**config.mk**
```make
export PLATFORM = sky130hd
export DESIGN_NAME = bias_rom_reader_flat
export DESIGN_NICKNAME = d
export VERILOG_FILES = /design/src/rtl/coef_pkg.sv /design/src/rtl/bias_rom_reader_if.sv /design/src/rtl/coef_skid_fifo.sv /design/src/rtl/bias_rom_reader.sv /design/src/flat_wrapper.sv
export SDC_FILE = /design/constraint.sdc
export NUM_CORES = 1
export LEC_CHECK = 0
export CAP_MARGIN = 0
export CORE_MARGIN = 4
export CORE_UTILIZATION = 52
export DETAILED_ROUTE_END_ITERATION = 7
export PLACE_DENSITY_LB_ADDON = 0.05
export RECOVER_POWER = 100
export SETUP_SLACK_MARGIN = 0.3
export SLEW_MARGIN = 10
export SYNTH_ARGS = -nofsm -noshare
export SYNTH_HDL_FRONTEND = slang
export SYNTH_SLANG_ARGS = --single-unit
```
**constraint.sdc**
```tcl
create_clock -name clk -period 4.9 [get_ports clk]
set_input_delay 1.47 -clock clk [delete_from_list [all_inputs] [get_ports clk]]
set_output_delay 1.47 -clock clk [all_outputs]
set_load 0.01 [all_outputs]
```
**src/rtl/coef_pkg.sv**
```systemverilog
// Shared constants and types for the coefficient ROM readers.
// Holds the coefficient geometry and the reader FSM state encoding.
package coef_pkg;

    localparam int DATA_W     = 16;
    localparam int ADDR_W     = 5;
    localparam int BIAS_DEPTH = 30;

    typedef enum logic [1:0] {
        IDLE  = 2'd0,
        RUN   = 2'd1,
        DRAIN = 2'd2
    } state_e;

endpackage

```
**src/rtl/bias_rom_reader_if.sv**
```systemverilog
// Coefficient stream bundle: valid/ready with index and last tags.
// master: m_valid, m_data, m_index, m_last out; m_ready in.
// slave:  the mirror image, used by the accumulate stage.
interface bias_rom_reader_if #(
    parameter int DATA_W = coef_pkg::DATA_W,
    parameter int ADDR_W = coef_pkg::ADDR_W
) ();

    logic              m_valid;
    logic              m_ready;
    logic [DATA_W-1:0] m_data;
    logic [ADDR_W-1:0] m_index;
    logic              m_last;

    modport master (
        output m_valid,
        output m_data,
        output m_index,
        output m_last,
        input  m_ready
    );

    modport slave (
        input  m_valid,
        input  m_data,
        input  m_index,
        input  m_last,
        output m_ready
    );

endinterface

```
**src/rtl/coef_skid_fifo.sv**
```systemverilog
// Two-entry FIFO holding {index, data} words returned by the ROM.
// Ports: clk, reset (async, active-high), push_i/din_i write side,
// pop_i read side, dout_o = current head, count_o = occupancy 0..2.
// The caller never pushes into a full FIFO without popping.
module coef_skid_fifo #(
    parameter int W = 21
) (
    input  logic         clk,
    input  logic         reset,
    input  logic         push_i,
    input  logic         pop_i,
    input  logic [W-1:0] din_i,
    output logic [W-1:0] dout_o,
    output logic [1:0]   count_o
);

    logic [W-1:0] mem_q [2];
    logic         wr_ptr_q;
    logic         rd_ptr_q;
    logic [1:0]   count_q;
    logic [1:0]   count_d;

    always_comb begin
        count_d = count_q;
        unique case ({push_i, pop_i})
            2'b10:   count_d = count_q + 2'd1;
            2'b01:   count_d = count_q - 2'd1;
            default: count_d = count_q;
        endcase
    end

    always_ff @(posedge clk or posedge reset) begin
        if (reset) begin
            mem_q[0] <= '0;
            mem_q[1] <= '0;
            wr_ptr_q <= 1'b0;
            rd_ptr_q <= 1'b0;
            count_q  <= 2'd0;
        end else begin
            if (push_i) begin
                mem_q[wr_ptr_q] <= din_i;
                wr_ptr_q        <= ~wr_ptr_q;
            end
            if (pop_i) begin
                rd_ptr_q <= ~rd_ptr_q;
            end
            count_q <= count_d;
        end
    end

    assign dout_o  = mem_q[rd_ptr_q];
    assign count_o = count_q;

endmodule

```
**src/rtl/bias_rom_reader.sv**
```systemverilog
// Streams the bias coefficients out of the synchronous pROM as a
// valid/ready stream tagged with index and last.
// Ports: clk, reset (async, active-high), start pulse, busy, done pulse,
// rom_ce/rom_oce/rom_ad/rom_dout to the ROM, m = stream master.
module bias_rom_reader #(
    parameter int DATA_W = coef_pkg::DATA_W,
    parameter int ADDR_W = coef_pkg::ADDR_W,
    parameter int DEPTH  = coef_pkg::BIAS_DEPTH
) (
    input  logic              clk,
    input  logic              reset,
    input  logic              start,
    output logic              busy,
    output logic              done,
    output logic              rom_ce,
    output logic              rom_oce,
    output logic [ADDR_W-1:0] rom_ad,
    input  logic [DATA_W-1:0] rom_dout,
    bias_rom_reader_if.master m
);

    import coef_pkg::*;

    localparam int                EW     = ADDR_W + DATA_W;
    localparam logic [ADDR_W-1:0] END_A  = ADDR_W'(DEPTH);
    localparam logic [ADDR_W-1:0] LAST_A = ADDR_W'(DEPTH - 1);

    state_e            state_q;
    state_e            state_d;
    logic [ADDR_W-1:0] addr_q;
    logic [ADDR_W-1:0] addr_d;
    logic              inflight_q;
    logic [ADDR_W-1:0] tag_q;

    logic              issue;
    logic              pop;
    logic              valid;
    logic [1:0]        count;
    logic [2:0]        room;
    logic              fifo_push;
    logic              fifo_pop;
    logic [EW-1:0]     head;
    logic [DATA_W-1:0] out_data;
    logic [ADDR_W-1:0] out_index;

    // Words already committed once this cycle's pop is taken; a new
    // read may go out only if that leaves a free slot for its data.
    assign room = {1'b0, count} + {2'b00, inflight_q} - {2'b00, pop};

    always_comb begin
        state_d = state_q;
        addr_d  = addr_q;
        issue   = 1'b0;
        busy    = 1'b0;
        done    = 1'b0;
        unique case (state_q)
            IDLE: begin
                if (start) begin
                    state_d = RUN;
                    addr_d  = '0;
                end
            end
            RUN: begin
                busy = 1'b1;
                if (addr_q >= END_A) begin
                    state_d = DRAIN;
                end else if (room <= 3'd1) begin
                    issue  = 1'b1;
                    addr_d = addr_q + ADDR_W'(1);
                end
            end
            DRAIN: begin
                if ((count == 2'd0) && !inflight_q) begin
                    done    = 1'b1;
                    state_d = IDLE;
                end else begin
                    busy = 1'b1;
                end
            end
            default: state_d = IDLE;
        endcase
    end

    always_ff @(posedge clk or posedge reset) begin
        if (reset) begin
            state_q    <= IDLE;
            addr_q     <= '0;
            inflight_q <= 1'b0;
            tag_q      <= '0;
        end else begin
            state_q    <= state_d;
            addr_q     <= addr_d;
            inflight_q <= issue;
            if (issue) begin
                tag_q <= addr_q;
            end
        end
    end

    assign rom_ce  = issue;
    assign rom_oce = 1'b1;
    assign rom_ad  = addr_q;

    // An empty FIFO lets the returning ROM word straight through, so
    // the first word is visible the cycle its data arrives.
    assign valid     = (count != 2'd0) || inflight_q;
    assign pop       = valid && m.m_ready;
    assign fifo_pop  = pop && (count != 2'd0);
    assign fifo_push = inflight_q && !((count == 2'd0) && pop);

    coef_skid_fifo #(
        .W (EW)
    ) u_fifo (
        .clk     (clk),
        .reset   (reset),
        .push_i  (fifo_push),
        .pop_i   (fifo_pop),
        .din_i   ({tag_q, rom_dout}),
        .dout_o  (head),
        .count_o (count)
    );

    always_comb begin
        out_data  = '0;
        out_index = '0;
        if (count != 2'd0) begin
            {out_index, out_data} = head;
        end else if (inflight_q) begin
            out_index = tag_q;
            out_data  = rom_dout;
        end
    end

    assign m.m_valid = valid;
    assign m.m_data  = out_data;
    assign m.m_index = out_index;
    assign m.m_last  = valid && (out_index == LAST_A);

endmodule

```
**src/flat_wrapper.sv**
```systemverilog
// flat-port wrapper written by rule: the top's interface ports become plain ports
module bias_rom_reader_flat import coef_pkg::*;
#(
    parameter int DATA_W = coef_pkg::DATA_W,
    parameter int ADDR_W = coef_pkg::ADDR_W,
    parameter int DEPTH  = coef_pkg::BIAS_DEPTH
)
  (clk, reset, start, busy, done, rom_ce, rom_oce, rom_ad, rom_dout, m_m_valid, m_m_data, m_m_index, m_m_last, m_m_ready);
  bias_rom_reader_if #(.DATA_W(DATA_W), .ADDR_W(ADDR_W)) m_i ();
  input  logic clk;
  input  logic reset;
  input  logic start;
  output logic busy;
  output logic done;
  output logic rom_ce;
  output logic rom_oce;
  output logic [ADDR_W-1:0] rom_ad;
  input  logic [DATA_W-1:0] rom_dout;
  output wire logic [$bits(m_i.m_valid)-1:0] m_m_valid;
  output wire logic [$bits(m_i.m_data)-1:0] m_m_data;
  output wire logic [$bits(m_i.m_index)-1:0] m_m_index;
  output wire logic [$bits(m_i.m_last)-1:0] m_m_last;
  input wire logic [$bits(m_i.m_ready)-1:0] m_m_ready;
  assign m_m_valid = m_i.m_valid;
  assign m_m_data = m_i.m_data;
  assign m_m_index = m_i.m_index;
  assign m_m_last = m_i.m_last;
  assign m_i.m_ready = m_m_ready;
  bias_rom_reader #(.DATA_W(DATA_W), .ADDR_W(ADDR_W), .DEPTH(DEPTH)) u_core (.clk(clk), .reset(reset), .start(start), .busy(busy), .done(done), .rom_ce(rom_ce), .rom_oce(rom_oce), .rom_ad(rom_ad), .rom_dout(rom_dout), .m(m_i));
endmodule
```
==> results of run 1 <==
==> per-stage QoR <==
step / util / cells / hold WS, ns
floorplan: - / 285 / 0.457
global placement: 0.636 / 401 / 0.474
detailed placement: 0.636 / 401 / 0.481
CTS: 0.681 / 418 / 0.496
global route: 0.662 / 418 / 0.502
finish: 0.662 / 418 / 0.488
==> how the worst max path moves through the flow <==
| stage | to | slack, ns | startpoint |
|---|---|---|---|
| floorplan | rom_ce | 0.20 | m_m_ready |
| global placement | rom_ce | -0.85 | m_m_ready |
| detailed placement | rom_ce | -0.85 | m_m_ready |
| CTS | rom_ce | 0.03 | m_m_ready |
| global route | rom_ce | -0.04 | m_m_ready |
| finish | rom_ce | 0.04 | m_m_ready |
==> power by group <==
group	internal (mW)	switching, mW	leakage (nW)
Combinational	0.650	0.604	0.919
Clock	0.379	0.188	0.133
Sequential	0.712	0.183	0.739
==> layout make-up <==
type                       count  area [µm²]  area share
multi-input combinational    193        1510       0.380
tap                           75        93.8      0.0235
clock buffer                  12         165      0.0414
clock inverter                 4        95.1      0.0238
inverter                      12        51.3      0.0129
sequential                    59        1480       0.370
timing repair buffer          63         593       0.149
==> registers in the layout, summed over array words and instances, names as in the netlist <==
signal                  count
u_core.u_fifo.wr_ptr_q      1
u_core.state_q              2
u_core.rom_ad               5
u_core.inflight_q           1
u_core.u_fifo.count_o       2
u_core.u_fifo.mem_q        42
u_core.tag_q                5
u_core.u_fifo.rd_ptr_q      1
==> what timing repair did <==
| item | in CTS | in global routing |
|---|---|---|
| setup endpoints to repair | 1 | 1 |
| cloned | 0 | 0 |
| hold endpoints to repair | 0 | 0 |
| resized for setup | 12 | 1 |
| pin swaps | 4 | 0 |
| buffers inserted | 1 | 0 |
==> routing by layer <==
layer / share of wire / vias to the layer above / GRT usage
met2: 0.47 / 60 / 0.325
met5: 0 / - / 0
met3: 0.052 / 4 / 0.0653
met1: 0.47 / 1115 / 0.265
li1: - / 1119 / -
met4: 0.0090 / 0 / 0.0586
==> cell families after synthesis <==
logic type | Yosys count | synth area share
mux | 65 | 0.238
simple gates | 64 | 0.0986
flops | 59 | 0.451
compound gates | 48 | 0.0979
buf+inv | 33 | 0.0604
fa+ha+maj | 9 | 0.0367
xor+xnor | 6 | 0.0161
other cells | 1 | 0.00115
==> synth_stat cells, types with 2 or more instances <==
cell type and count:
buf_2 3, a211oi_1 2, mux2_4 20, mux2_1 22, a21oi_1 11, dfrtp_1 59, ha_1 8, buf_12 2
nor2_1 8, o31a_1 2, clkbuf_1 8, nor4_1 2, o21ai_0 18, xor2_1 3, mux2i_1 22, o21ai_1 3
inv_1 11, nand3_1 23, o211ai_2 2, nand2_1 20, buf_6 3, o2111ai_1 3, xnor2_1 3, buf_4 4
==> critical path, cell delays in order <==
cell and delay, ns:
buf_8 0.07, clkinvlp_4 0.09, a21oi_2 0.11, ha_1 0.23
inv_1 0.06, ha_2 0.16, inv_2 0.04, fa_2 0.57
nand2_2 0.05, or3_4 0.37, inv_4 0.07, buf_6 0.09
==> impl_metrics.ini, run 1 <==
[global_route]
grt_pass1_wl_um = 11900
grtUsageTotal = 0.203
overflow = 0
antenna_found_initial = 0
grt_pass1_vias = 2421
grt_max_degree = 38

[setup_path]
r2r-start = u_core.u_fifo.count_o[1]
r2r_setup_slack_ns = 1.69
cp-start-kind = input pin
cp.arrival_ns = 3.39
critPathRequiredTime_ns = 3.43
reg2reg_depth = 4
crit_type = in2out
crit_fanout = 2
rr_endpoint = u_core.u_fifo.mem_q[39]
worstSetupEndpointType = output pin

[timing]
final_max_slew_viol_count = 22
hold_viol = 0
finalSetupViolCount = 0
fmax_mhz = 206
timing.final.crit_period_ns = 4.86
tightest_slew_ns = 2.00
slew_headroom = -0.336
rsz0062_at_grt = true
setup_slack_ns = 0.0445
skew_ns = 0.0124
min_period_over_period = 0.991
timing.setup.tns_ns = 0

[placed_design]
gp_congestion = 0.806
dp_slack_ns = -0.847
port_buffers = 50
dpl.hpwl_um = 4560
dpl_cell_area_mm2 = 0.00383

[yosys]
yosys.area.top_type = dfrtp_1
synth_seq_cells = 59
synthFlopType = dfrtp_1
synth.distinct_cells = 47
ys.warnings.count = 0
synthCells = 285
synth_edf_count = 0
avgSynthCellArea_um2 = 11.5
async_flop_share = 1.00
synth_area_leaders = dfrtp_1 45%, mux2_4 9.2%, mux2_1 7.6%
yosys.area.top_type_share = 0.451
synth_seq_area_share = 0.451
syn_area_mm2 = 0.00327
synth_nets = 314

[die]
die_area_mm2 = 0.00763
die_w_um = 87.3
core_area_mm2 = 0.00603
start_util = 0.543
ios = 52
fp.dieH_um = 87.3
num_rows = 28

[finish]
nFillCells = 493
antenna_cells = 0
drive_above_1_share = 0.140
stdcell_area_mm2 = 0.00399
finalNetCount = 367
mostFrequentLayoutCells = 59 x dfrtp_1, 34 x mux2_1, 29 x dlygate4sd3_1, 23 x nand3_1, 22 x mux2i_1
syn_to_final_growth_pct = 21.9
final_common_cell = dfrtp_1

[cts]
cts.hold.buffers_added = 0
cts-htree-levels = 3
clk_pin_slew_ns = 0.07
cts_made_buffers = 9
clockBufferDepth = 2
cts_tree = built
clock_sinks = 59
root_buffer = clkbuf_8
clk-insertion-delay-late_ns = 0.33

[power]
pwr_density_cell_mw_per_mm2 = 681
leakage_nw = 1.79
ir_drop_mv = 0.371
power_mw = 2.72

[drt]
drt_iter0_markers = 116
via_per_inst = 5.50
vias = 2298
wire_per_inst_um = 16.0
drt_wl_total_um = 6680
drtPass1Iterations = 4
detail-route-antenna-nets = 0
drcViolationCount = 0

[outcome]
violations = capacitance limit, slew limit
status = finished with violations

[worst_hold_path]
holdCritPathClass = reg2reg
hold_end = u_core.u_fifo.mem_q[31]
worstHoldStart = u_core.u_fifo.mem_q[31]
holdPathStages = 1

[flow_run]
drv_cap = 1
(Power assumes the default switching activity.)
==> run 2, diff against run 1 <==
--- a/config.mk
+++ b/config.mk
@@ -7,7 +7,7 @@
 export LEC_CHECK = 0
 export CAP_MARGIN = 0
 export CORE_MARGIN = 4
-export CORE_UTILIZATION = 52
+export CORE_UTILIZATION = 38
 export DETAILED_ROUTE_END_ITERATION = 7
 export PLACE_DENSITY_LB_ADDON = 0.05
 export RECOVER_POWER = 100
==> run 2 against run 1 <==
Compared with the run above:
- the run still ends with capacitance limit, slew limit left
- sequential power decreased by 2%
- power is 1.3% higher
- utilization decreased by 17 points
- clock power decreased by 20%
- final area grew 2.1%
- clock skew decreased by 0.0015 ns
- critical path depth stayed put
- sequential share of layout area down 0.75 points
- clock-buffer cell count is the same
- largest power group unchanged
==> impl_metrics.ini, run 2 (synthesis gave the netlist of run 1 again) <==
[timing]
timing.setup.tns_ns = 0
skew_ns = 0.0108
hold_viol = 0
setup_slack_ns = 0.101
timing.final.crit_period_ns = 4.80
fmax_mhz = 208
tightest_slew_ns = 1.98
final_max_slew_viol_count = 68
min_period_over_period = 0.979
finalSetupViolCount = 0
rsz0062_at_grt = true
slew_headroom = -0.327
whs_ns = 0.490

[power]
seq_power_share = 0.319
ir_drop_mv = 0.256
power_frac_comb = 0.516
p_sw_frac = 0.372
switching_power_mw = 1.02
power.internal_mw = 1.73
leakage_nw = 1.83
pwr_density_cell_mw_per_mm2 = 676
clock_power_share = 0.165

[die]
ios = 52
core_area_mm2 = 0.00830
die_w_um = 101
fp.dieH_um = 101
die_area_mm2 = 0.0102
num_rows = 33
start_util = 0.394

[cts]
cts_tree = built
clock_sinks = 59
root_buffer = clkbuf_8
clockBufferDepth = 2
cts.hold.buffers_added = 0
clk_pin_slew_ns = 0.07
clk-insertion-delay-late_ns = 0.34
cts_made_buffers = 9
cts-htree-levels = 3

[setup_path]
crit_fanout = 2
cp.arrival_ns = 3.33
crit_type = in2out
cp-start-kind = input pin
worstSetupEndpointType = output pin
critPathRequiredTime_ns = 3.43

[global_route]
antenna_found_initial = 0
grt_pass1_vias = 2452
grt_pass1_wl_um = 12400
overflow = 0
grtUsageTotal = 0.157
grt_max_degree = 46

[finish]
mostFrequentLayoutCells = 59 x dfrtp_1, 30 x mux2_1, 30 x dlygate4sd3_1, 23 x nand3_1, 22 x mux2i_1
largest_reg_flops = 42
drive_above_1_share = 0.176
final_common_cell = dfrtp_1
finalNetCount = 381
nFillCells = 780
antenna_cells = 0
top_register = u_core.u_fifo.mem_q
syn_to_final_growth_pct = 24.4

[drt]
via_per_inst = 5.00
vias = 2309
drt_wl_total_um = 7310
detail-route-antenna-nets = 0
drcViolationCount = 0
drtPass1Iterations = 4
drt_iter0_markers = 38
wire_per_inst_um = 15.8

[placed_design]
gp_congestion = 0.751
dp_slack_ns = -0.880
port_buffers = 50
dpl.hpwl_um = 4700

[worst_hold_path]
holdCritPathClass = reg2reg

[outcome]
violations = capacitance limit, slew limit
status = finished with violations

[flow_run]
drv_cap = 2
run 2: cell types whose count changed in the layout (fill, tap and decap cells not counted), moves of 2 or more:
cell	delta
buf_4	+11
bufinv_16	-2
clkbuf_1	+3
mux2_1	-4
mux2_2	+4
run 2: layer usage:
metal  routed length (µm)  global-route usage
met5                    0                   0
met4                   79              0.0425
met3                  299              0.0478
met2                 3340               0.240
met1                 3590               0.215
run 2: critical path: stages:
cell and delay (ns):
buf_8 0.08, clkinvlp_4 0.07, a21oi_2 0.10, ha_1 0.24, inv_1 0.06, ha_1 0.15
inv_2 0.04, fa_2 0.55, nand2_2 0.06, or3_4 0.36, inv_4 0.06, buf_6 0.09
run 2: timing repair:
action | CTS | global route
setup endpoints to repair | 1 | 3
gates resized for setup | 14 | 3
buffers inserted | 12 | 2
pin swaps | 4 | 0
endpoints found under the hold margin | 0 | 0
run 2: path summary, 6_finish.rpt:
check | start | end | slack, ns | cells after the start
worst max register to register | u_core.u_fifo.count_o[0] | u_core.rom_ad[3] | 0.97 | 22
max in group asynchronous | reset | u_core.u_fifo.mem_q[34] | 1.62 | 3
worst min register to register | u_core.u_fifo.mem_q[21] | u_core.u_fifo.mem_q[21] | 0.49 | 1
worst max-delay path | m_m_ready | rom_ce | 0.10 | 12
min in group asynchronous | reset | u_core.u_fifo.mem_q[1] | 2.14 | 2
worst min-delay path | u_core.u_fifo.mem_q[21] | u_core.u_fifo.mem_q[21] | 0.49 | 1
run 2: layout make-up:
type,count,area (µm²),share of cell area
clock inverters,4,48.8,0.0120
flip-flops and latches,59,1480,0.363
multi-input cells,193,1520,0.373
clock buffers,12,155,0.0381
well taps,105,131,0.0323
inverters,12,51.3,0.0126
repair buffers,77,691,0.170
run 2: through the flow:
stage	instance area, µm²	power [mW]	util	cells
final	4070	2.75	0.491	462
after floorplan	3300	1.78	-	285
after global routing	4070	2.99	0.491	462
after CTS	4180	2.91	0.503	460
after detailed placement	3870	2.32	0.467	432
after global placement	3870	2.31	0.467	432
run 2: power groups by stage:
stage	Clock [mW]	Combinational, mW	Sequential (mW)
final	0.454	1.42	0.878
after global routing	0.496	1.58	0.913
after CTS	0.473	1.55	0.886
after detailed placement	0	1.43	0.892
after global placement	0	1.42	0.888
after floorplan	0	0.941	0.843
